==> src/rtl/addsub_btn_unit.sv <==
// Debounced two-button ALU: a clean btn1 press adds, a clean btn2 press subtracts, and the result is held until the next operation.
// Latency: valid pulses DB_CYCLES+3 edges after the raw press settles. There is no backpressure; presses made while busy are dropped.
module addsub_btn_unit #(
  parameter int WIDTH     = 8,
  parameter int DB_CYCLES = 4
) (
  input  logic             clk,
  input  logic             rst_n,
  input  logic [WIDTH-1:0] A,
  input  logic [WIDTH-1:0] B,
  input  logic             Cin,
  input  logic             btn1,
  input  logic             btn2,
  output logic [WIDTH-1:0] S,
  output logic             C0,
  output logic             valid,
  output logic             err,
  output logic             busy
);
  localparam int CW = $clog2(DB_CYCLES + 1);
  localparam logic [CW-1:0] DB_LAST = CW'(DB_CYCLES - 1);

  typedef enum logic [1:0] {IDLE, EXEC, HOLD} state_t;

  state_t              state, state_n;
  logic [1:0]          meta, sync_lvl, db, db_q, press;
  logic [1:0][CW-1:0]  db_cnt;
  logic [1:0]          boot_cnt;
  logic                boot_hold, boot_check;
  logic                do_exec, set_err;
  logic [WIDTH:0]      sum_w, diff_w;

  always_ff @(posedge clk or negedge rst_n) begin
    if (!rst_n) begin
      meta     <= '0;
      sync_lvl <= '0;
    end else begin
      meta     <= {btn2, btn1};
      sync_lvl <= meta;
    end
  end

  always_ff @(posedge clk or negedge rst_n) begin
    if (!rst_n) begin
      db     <= '0;
      db_q   <= '0;
      db_cnt <= '0;
    end else begin
      db_q <= db;
      for (int i = 0; i < 2; i++) begin
        if (sync_lvl[i] == db[i]) begin
          db_cnt[i] <= '0;
        end else if (db_cnt[i] == DB_LAST) begin
          db[i]     <= ~db[i];
          db_cnt[i] <= '0;
        end else begin
          db_cnt[i] <= db_cnt[i] + CW'(1);
        end
      end
    end
  end

  assign press = db & ~db_q;

  // The sync pipeline shows real button levels only from the third edge after reset;
  // a button already held at that point must be released before any press counts.
  always_ff @(posedge clk or negedge rst_n) begin
    if (!rst_n) begin
      boot_cnt  <= '0;
      boot_hold <= 1'b0;
    end else begin
      if (boot_cnt != 2'd3) boot_cnt <= boot_cnt + 2'd1;
      if (boot_check && (|sync_lvl)) boot_hold <= 1'b1;
      else if (~|sync_lvl)          boot_hold <= 1'b0;
    end
  end

  assign boot_check = (boot_cnt == 2'd2);

  always_comb begin
    state_n = state;
    do_exec = 1'b0;
    set_err = 1'b0;
    case (state)
      IDLE: begin
        if (boot_check && (|sync_lvl)) begin
          state_n = HOLD;
        end else if (boot_cnt[1]) begin
          if (&press) begin
            state_n = HOLD;
            set_err = 1'b1;
          end else if (|press) begin
            state_n = EXEC;
            do_exec = 1'b1;
          end
        end
      end
      EXEC:    state_n = HOLD;
      HOLD:    if (~|db && !boot_hold) state_n = IDLE;
      default: state_n = IDLE;
    endcase
  end

  assign sum_w  = {1'b0, A} + {1'b0, B} + {{WIDTH{1'b0}}, Cin};
  assign diff_w = {1'b0, A} - {1'b0, B} - {{WIDTH{1'b0}}, Cin};

  // The result is captured on the edge that enters EXEC, so valid coincides with the EXEC cycle.
  always_ff @(posedge clk or negedge rst_n) begin
    if (!rst_n) begin
      state <= IDLE;
      S     <= '0;
      C0    <= 1'b0;
      valid <= 1'b0;
      err   <= 1'b0;
    end else begin
      state <= state_n;
      valid <= do_exec;
      if (do_exec) begin
        {C0, S} <= press[1] ? diff_w : sum_w;
        err     <= 1'b0;
      end else if (set_err) begin
        err <= 1'b1;
      end
    end
  end

  assign busy = (state != IDLE);

endmodule

==> config.mk <==
export PLATFORM = sky130hd
export DESIGN_NAME = addsub_btn_unit
export DESIGN_NICKNAME = d
export VERILOG_FILES = /design/src/rtl/addsub_btn_unit.sv
export SDC_FILE = /design/constraint.sdc
export NUM_CORES = 1
export LEC_CHECK = 0
export CAP_MARGIN = 20
export CORE_MARGIN = 10
export CORE_UTILIZATION = 57
export CTS_CLUSTER_SIZE = 20
export DETAILED_ROUTE_END_ITERATION = 8
export PLACE_DENSITY = 0.89
export SLEW_MARGIN = 10
export SYNTH_ARGS = -nofsm -noshare
export SYNTH_HDL_FRONTEND = slang
export SYNTH_SLANG_ARGS = --single-unit
==> constraint.sdc <==
create_clock -name clk -period 3 [get_ports clk]
set_input_delay 0.9 -clock clk [delete_from_list [all_inputs] [get_ports clk]]
set_output_delay 0.9 -clock clk [all_outputs]
set_load 0.01 [all_outputs]
==> reports/results.ini, run 1 <==
[layout]
nNetsFinal=314
final_cells=309
drive_above_1_share=0.160
syn2layout_area_growth_pct=29.7
num_antenna_cells=0

[sta]
max_clock_freq_mhz=349
slew_headroom=0.643
skew_ps=18.0
final_max_slew_viol_count=0
setup_viol=0
hold_violations=0
tightest_slew_ps=535
fin_hold_ws_ps=371
min_period_ps=2870
fin_crit_sh=0.956

[place]
dpl.hpwl_um=3420
gp_congestion=0.823
portBuffers=32
place_inst=300

[synthesis]
yosys_warnings=0
synth.distinct_cells=37
syn_avg_cell_area_sq_um=9.80
ys.flop_type=dfrtp_1
synth.area.top_cells=dfrtp_1 (37%), ha_1 (17%), xnor2_1 (5.6%), inv_1 (5.4%), fa_1 (4.0%)
syn_area_sq_um=2020
synth.top_cell.area_share=0.372
synth_edf_count=0
async_flop_share=1.00
synth_area_leader_cell=dfrtp_1
syn_inst=206
yosysSeqAreaShare=0.372
synth-seq-cells=30
syn_nets=258

[power_and_ir_drop]
p_leak_nw=1.31
p_per_area_nw_per_um2=663
finalPower_w=0.00174
ir_worst_vdd_v=0.000266

[die]
start_util=0.596
core_sq_um=3390
die_w_um=79.5
ios=33
dieArea_sq_um=6320
num_rows=21
fp.dieH_um=79.5

[global_route]
antenna_found_initial=0
grt_pass1_vias=1716
overflow=0
grt_max_degree=31
grt_util_all_layers=0.138
grt_pass1_wl_um=7250

[detailed_routing]
drt-initial-drc-count=98
wire_per_inst_um=13.4
topRoutingLayerUsed=met4
antenna_left=0
drc=0
routed_wl_um=4140
vias_per_cell=5.17
wl_met3_um=142
met1Wirelength_um=1680
num_vias=1596
wl_met2_um=2240
firstDrtPassIters=4

[clocking]
path_clk_slew_ps=90
clkSinkCount=30
clockBufferDepth=2
cts_tree=yes
cts-root-buf=clkbuf_4
htree_levels=2
cts_buffers=5
worstSkewPairLatency_ps=320

[worst_setup_path]
crit_path_end_kind=flop
critical_path_class=in -> reg
worst-endpoint-arrival_ps=3140
startpoint_type=input pin
critical_path.max_fanout=2
worstPathRequired_ps=3270

[hold_path]
hold_path_class=reg -> reg

[outcome]
status=finished clean

[flow_run]
maxCapViolCount=0

==> what timing repair did <==
| item | in CTS | in global routing |
|---|---|---|
| pin swaps | 0 | 7 |
| endpoints found under the setup margin | 1 | 1 |
| gates cloned | 0 | 0 |
| resized for setup | 2 | 8 |
| buffers inserted | 0 | 1 |
| hold buffers | 0 | 0 |
==> report_power, final <==
group / total [W] / switching, W / internal (W) / leakage [nW]
clock: 0.000249 / 0.000136 / 0.000113 / 0.0343
sequential: 0.000621 / 0.0000813 / 0.000540 / 0.369
combinational: 0.000867 / 0.000434 / 0.000434 / 0.909
==> routing by layer <==
layer | vias up | GRT usage
met1 | 762 | 0.148
met2 | 32 | 0.256
li1 | 796 | -
met4 | 0 | 0.0538
met3 | 6 | 0.0282
met5 | - | 0
==> kinds of logic (layout without fill, tap and decap cells) <==
kind of cell,Yosys count,after routing,share of synthesized area
buf+inv,32,89,0.0601
xor+xnor,16,16,0.0694
compound gates,42,42,0.151
simple gates,51,51,0.120
mux,4,4,0.0211
fa+ha+maj,31,31,0.207
flops,30,30,0.372
==> metrics by stage <==
step	setup slack, ps	utilization	instance area (sq um)	setup TNS, ps
after floorplan	206	-	2020	0
after global placement	-371	0.745	2520	-957
after detailed placement	-420	0.745	2520	-1230
after CTS	22.0	0.764	2590	0
after global routing	-24.1	0.773	2620	-24.1
final	131	0.773	2620	0
==> worst max-delay path: stages <==
cell	delay [ps]
clkdlybuf4s50_1	490
inv_1	50
ha_1	310
buf_4	140
or3_1	400
o21bai_2	240
a21oi_2	150
o21ai_1	90
a221oi_2	250
a21o_1	110
==> registers in the layout, indices dropped and copies added (netlist names) <==
signal,count
valid,1
boot_hold,1
db_q,2
err,1
db,2
state,2
S,8
boot_cnt,2
C0,1
db_cnt,6
meta,2
sync_lvl,2
==> cells in the final DEF (no fill, tap or decap), types with 2 or more instances in the layout <==
| cell type | count |
|---|---|
| dfrtp_1 | 30 |
| nor2b_1 | 3 |
| inv_1 | 28 |
| o21ai_1 | 4 |
| fa_2 | 2 |
| a221oi_2 | 2 |
| o21ai_0 | 8 |
| nor3_1 | 4 |
| a21oi_2 | 2 |
| clkdlybuf4s50_1 | 29 |
| fa_1 | 2 |
| nor3b_1 | 4 |
| a21o_1 | 3 |
| nand2_1 | 15 |
| o31ai_1 | 3 |
| a21oi_1 | 11 |
| nor2_1 | 18 |
| clkbuf_4 | 5 |
| mux2i_1 | 2 |
| mux2_2 | 2 |
| buf_4 | 19 |
| nand2b_1 | 2 |
| ha_1 | 27 |
| xor2_1 | 3 |
| xnor2_1 | 13 |
| dlymetal6s2s_1 | 3 |
==> cells in the mapped netlist (3+ instances only) <==
| cell type | n |
|---|---|
| xnor2_1 | 13 |
| nor2_1 | 18 |
| o21ai_1 | 4 |
| a21oi_1 | 12 |
| dfrtp_1 | 30 |
| nor3b_1 | 5 |
| o21ai_0 | 8 |
| o31ai_1 | 3 |
| fa_1 | 4 |
| a21o_1 | 3 |
| nor3_1 | 4 |
| nand2_1 | 15 |
| inv_1 | 29 |
| ha_1 | 27 |
| xor2_1 | 3 |
| nor2b_1 | 3 |
==> worst paths after layout <==
kind | startpoint | end | slack, ps | depth (start not counted)
setup / recovery | A[5] | C0 | 130 | 10
hold / removal | meta[0] | sync_lvl[0] | 370 | 0
setup reg to reg | db[1] | state[1] | 990 | 6
hold reg to reg | meta[0] | sync_lvl[0] | 370 | 0
max in group asynchronous | rst_n | S[0] | 1750 | 2
min in group asynchronous | rst_n | db[1] | 950 | 2
==> cell type report <==
type | count | area [sq um]
tap | 46 | 57.6
clock buffer | 6 | 51.3
sequential | 30 | 751
multi-input combinational | 144 | 1160
timing repair buffer | 51 | 470
fill | 219 | 769
inverter | 30 | 113
clock inverter | 2 | 12.5
Note: power is estimated with default switching activity, not from simulation.
==> inputs of run 2 (changes only) <==
--- a/config.mk
+++ b/config.mk
@@ -7,10 +7,10 @@
 export LEC_CHECK = 0
 export CAP_MARGIN = 20
 export CORE_MARGIN = 10
-export CORE_UTILIZATION = 57
+export CORE_UTILIZATION = 30
 export CTS_CLUSTER_SIZE = 20
 export DETAILED_ROUTE_END_ITERATION = 8
-export PLACE_DENSITY = 0.89
+export PLACE_DENSITY = 0.55
 export SLEW_MARGIN = 10
 export SYNTH_ARGS = -nofsm -noshare
 export SYNTH_HDL_FRONTEND = slang
==> run 2 against run 1 <==
Critical path depth stayed put. Cell area grew 4.7%. Clock skew fell by 11 ps. Setup slack gained 5.6 ps. Register-to-register slack worse by 40 ps. Critical path type unchanged. Hold slack got worse by 21 ps. Combinational power shrank 0.5%. Final cell count up 11%. Global-route usage down 5.7 points. Largest power group unchanged. Die area is 65% higher.
==> reports/results.ini, run 2 (synthesized netlist as in run 1, its figures left out) <==
[sta]
slew_headroom=0.625
max_clock_freq_mhz=349
tightest_slew_ps=561
fin_hold_ws_ps=350
setup_viol=0
hold_violations=0
min_period_ps=2860
fin_crit_sh=0.954
final_max_slew_viol_count=0
skew_ps=7.28

[detailed_routing]
firstDrtPassIters=3
drt-initial-drc-count=28
wire_per_inst_um=11.7
drc=0
num_vias=1501
routed_wl_um=3990
vias_per_cell=4.39
antenna_left=0

[clocking]
cts_tree=yes
cts-root-buf=clkbuf_8
worstSkewPairLatency_ps=280
clkSinkCount=30
clockBufferDepth=2
htree_levels=2
ctsHoldBuffers=0
cts_buffers=5
path_clk_slew_ps=70

[worst_setup_path]
worst-endpoint-arrival_ps=3090
critical_path_class=in -> reg
critical_path.max_stage_delay_ps=470
startpoint_type=input pin
slowest_stage=clkdlybuf4s50_1
critical_path.max_fanout=3
worstPathRequired_ps=3220
cp_cell_sequence=clkdlybuf4s50_1 > inv_1 > ha_1 > buf_4 > or3_1 > o21bai_2 > a21oi_2 > o21ai_1 > a221oi_2 > a21o_1
crit_path_end_kind=flop

[die]
core_sq_um=6460
num_rows=29
start_util=0.313
die_w_um=102
ios=33
dieArea_sq_um=10400
fp.dieH_um=102

[layout]
reg_top3=S: 8 flops, db_cnt: 6 flops
largest_reg_flops=8
nNetsFinal=316
regMostFlops=S
num_antenna_cells=0
fillCellCount=652
final_cell_mix=dfrtp_1 (30), clkdlybuf4s50_1 (29), inv_1 (27), ha_1 (25), buf_4 (21)
final_util=0.425
syn2layout_area_growth_pct=35.9
drive_above_1_share=0.177
final_common_cell=dfrtp_1

[flow_run]
maxCapViolCount=0

[global_route]
grt_pass1_vias=1568
grt_max_degree=31
grt_pass1_wl_um=6840
grt_util_all_layers=0.0805
overflow=0
antenna_found_initial=0

[power_and_ir_drop]
ir_worst_vdd_v=0.000226
p_leak_nw=1.34
finalPower_w=0.00188
p_per_area_nw_per_um2=684

[place]
portBuffers=32
gp_congestion=0.808
dpl.hpwl_um=3340

[hold_path]
hold_path_class=reg -> reg

[outcome]
status=finished clean

[run 2: cell count changes in the layout (fill, tap and decap cells not counted), sizes merged]
cell / previous run / this run
buf: 19 / 21
bufinv: 0 / 1
clkbuf: 6 / 5
clkinv: 2 / 3
clkinvlp: 1 / 0
[run 2: stage by stage]
stage	setup TNS, ps	instances	worst slack, ps	area (sq um)
3_3_place_gp	-1060	333	-389	2580
4_1_cts	0	341	19.3	2690
2_1_floorplan	0	206	206	2020
6_report	0	342	137	2740
5_1_grt	-30.2	342	-30.2	2740
3_5_place_dp	-1190	333	-435	2580
[run 2: layout make-up]
class	count	area, sq um	area share
multi-input cells	144	1190	0.434
flip-flops and latches	30	751	0.274
repair buffers	53	485	0.177
inverters	30	113	0.0410
well taps	77	96.3	0.0351
clock buffers	5	68.8	0.0251
clock inverters	3	40.0	0.0146
[run 2: worst paths after layout]
kind,from,endpoint,slack (ps),cells after the start
hold reg to reg,meta[1],sync_lvl[1],350,0
hold / removal,meta[1],sync_lvl[1],350,0
min in group asynchronous,rst_n,meta[0],1010,2
max in group asynchronous,rst_n,db_cnt[2],1710,2
setup / recovery,A[5],C0,140,10
setup reg to reg,db[1],state[1],950,6
[run 2: routing by layer]
layer  global-route usage  wire length [um]  part of all wire  up-vias
li1                     -                 -                 -      798
met4               0.0195                21            0.0053        0
met3               0.0229               148             0.037        3
met1               0.0915              1850              0.46      679
met5                    0                 0                 0        -
met2                0.145              1970              0.49       21
[run 2: critical path, delay by kind of cell]
kind / cells / cell delay (ps)
simple gates: 1 / 400
fa+ha+maj: 1 / 300
buf+inv: 3 / 670
compound gates: 5 / 820
[run 2: timing repair]
action,CTS,global route
gates resized for setup,3,10
setup endpoints to repair,1,3
hold endpoints to repair,0,0
setup buffers,0,1
pin swaps,0,7
[run 2: where the power goes]
group / switching (W) / internal, W / total [W]
logic: 0.000425 / 0.000438 / 0.000863
clock network: 0.000147 / 0.000244 / 0.000391
registers: 0.0000817 / 0.000542 / 0.000623
total: 0.000654 / 0.00122 / 0.00188
==> inputs of run 3 (changes only) <==
--- a/config.mk
+++ b/config.mk
@@ -6,7 +6,6 @@
 export NUM_CORES = 1
 export LEC_CHECK = 0
 export CAP_MARGIN = 20
-export CORE_MARGIN = 10
 export CORE_UTILIZATION = 30
 export CTS_CLUSTER_SIZE = 20
 export DETAILED_ROUTE_END_ITERATION = 8
==> constraint.sdc (replaced) <==
create_clock -name clk -period 2.9 [get_ports clk]
set_input_delay 0.87 -clock clk [delete_from_list [all_inputs] [get_ports clk]]
set_output_delay 0.87 -clock clk [all_outputs]
set_load 0.01 [all_outputs]
==> run 3 against run 2 <==
The flow now finishes with violations (design-rule violations). Flip-flop and latch count stayed put. Setup slack worse by 11 ps. Die area is 32% lower. Combinational power is 8.0% higher. Core utilization is 1.8 points higher. Critical path depth is 1 higher. Wire length is 1.0% higher. Clock power is 13% lower. Register-to-register slack worse by 50 ps. Sequential power is 4.2% higher. Via count is 4.9% higher.
==> reports/results.ini, run 3 (synthesized netlist as in run 1, its figures left out) <==
[outcome]
status=finished, violations left
violations=design-rule violations

[power_and_ir_drop]
pwr-share-clk=0.177
p_comb_frac=0.485
p_leak_nw=1.38
p_per_area_nw_per_um2=675
ir_worst_vdd_v=0.000193
switching_share=0.358
p_seq_frac=0.338
p_int_w=0.00123
p_sw_w=0.000687

[sta]
setup_viol=0
fin_hold_ws_ps=349
final_max_slew_viol_count=0
tightest_slew_ps=574
hold_violations=0
skew_ps=6.33
max_clock_freq_mhz=361
min_period_ps=2770
slew_headroom=0.616
fin_crit_sh=0.957

[worst_setup_path]
worstPathRequired_ps=3120
rr_worst_depth=6
reg2reg_to=S[6]
reg2reg_slack_ps=900
critical_path.max_fanout=2
startpoint_type=input pin
critical_path_class=in -> reg
crit_path_end_kind=flop
worst-endpoint-arrival_ps=2990
r2r-start=db[1]

[global_route]
grt_pass1_wl_um=6680
grt_pass1_vias=1501
met2_usage=0.192
grt_use_met3=0.0326
use_met1=0.151
top_usage_layer=met2
grt_util_all_layers=0.119
overflow=0
antenna_found_initial=0
grt_max_degree=31

[layout]
largest_reg_flops=8
stdcell_area_sq_um=2850
reg_top3=S: 8 flops, db_cnt: 6 flops
nNetsFinal=324
final_cell_mix=dfrtp_1 (30), clkdlybuf4s50_1 (29), buf_4 (29), inv_1 (25), ha_1 (23)
multi_input_area_sq_um=1250
drive_above_1_share=0.227
num_antenna_cells=0
final_common_cell=dfrtp_1
register_area_sq_um=751
syn2layout_area_growth_pct=41.0
regMostFlops=S
final_util=0.443
fillCellCount=635

[clocking]
worstSkewPairLatency_ps=280
clockBufferDepth=2
clkSinkCount=30
cts-root-buf=clkbuf_8
cts_buffers=5
path_clk_slew_ps=60
ctsHoldBuffers=0
cts_tree=yes
htree_levels=2

[place]
dpl.hpwl_um=3080
portBuffers=32
placed_cell_area_sq_um=2620
gp_congestion=0.810

[detailed_routing]
firstDrtPassIters=6
num_vias=1575
drc=4
drt-initial-drc-count=49
wire_per_inst_um=11.5
routed_wl_um=4030
vias_per_cell=4.50
antenna_left=0

[flow_run]
maxCapViolCount=0

[die]
num_rows=29
die_w_um=84.0
dieArea_sq_um=7060
fp.dieH_um=84.0
ios=33
core_sq_um=6420
start_util=0.314

[hold_path]
hold_path_class=reg -> reg
holdPathStages=0
worstHoldStart=meta[1]
hold_end=sync_lvl[1]

-- run 3: cell types whose count changed in the layout (fill, tap and decap cells not counted), sizes merged --
cell	before	now
bufinv	1	0
buf	21	29
clkbuf	5	7
clkinv	3	2
-- run 3: worst max-delay path, stage by stage --
cell,delay (ps)
clkdlybuf4s50_1,470
inv_1,80
ha_4,270
inv_2,40
ha_4,230
a21boi_2,160
o211ai_1,270
a21oi_2,90
xor2_1,170
a221oi_2,230
a21o_1,110
-- run 3: worst max path at each step --
stage / startpoint / end / slack [ps] / depth (start not counted)
after floorplan: A[0] / C0 / 140 / 9
after CTS: A[0] / C0 / 3 / 10
after global placement: A[0] / C0 / -480 / 10
after detailed placement: A[0] / C0 / -510 / 10
final: A[3] / C0 / 130 / 11
after global routing: A[3] / C0 / -20 / 11
-- run 3: per-stage QoR --
| step | TNS (ps) | power [W] | setup WS [ps] | cells |
|---|---|---|---|---|
| 2_1_floorplan | 0 | 0.00119 | 136 | 206 |
| 3_3_place_gp | -1520 | 0.00154 | -477 | 338 |
| 3_5_place_dp | -1670 | 0.00155 | -509 | 338 |
| 4_1_cts | 0 | 0.00191 | 3.16 | 346 |
| 5_1_grt | -22.4 | 0.00209 | -22.4 | 350 |
| 6_report | 0 | 0.00192 | 126 | 350 |
-- run 3: power groups by stage --
stage | clock network, W | logic (W) | registers [W]
6_report | 0.000339 | 0.000932 | 0.000649
2_1_floorplan | 0 | 0.000523 | 0.000666
4_1_cts | 0.000356 | 0.000901 | 0.000653
3_5_place_dp | 0 | 0.000893 | 0.000659
3_3_place_gp | 0 | 0.000883 | 0.000656
5_1_grt | 0.000377 | 0.00105 | 0.000668
-- run 3: routing by layer --
layer	part of all wire	vias up
met4	0.015	0
li1	-	817
met5	0	-
met1	0.46	729
met3	0.027	6
met2	0.50	23
-- run 3: area by class of cell --
type	count	area share
inverters	30	0.0396
multi-input cells	144	0.439
clock buffers	7	0.0303
flip-flops and latches	30	0.264
repair buffers	61	0.192
clock inverters	1	0.00176
well taps	77	0.0338
-- run 3: what timing repair did --
action | CTS | global route
gates resized for setup | 4 | 21
setup buffers | 0 | 4
endpoints found under the setup margin | 1 | 5
pin swaps | 1 | 11
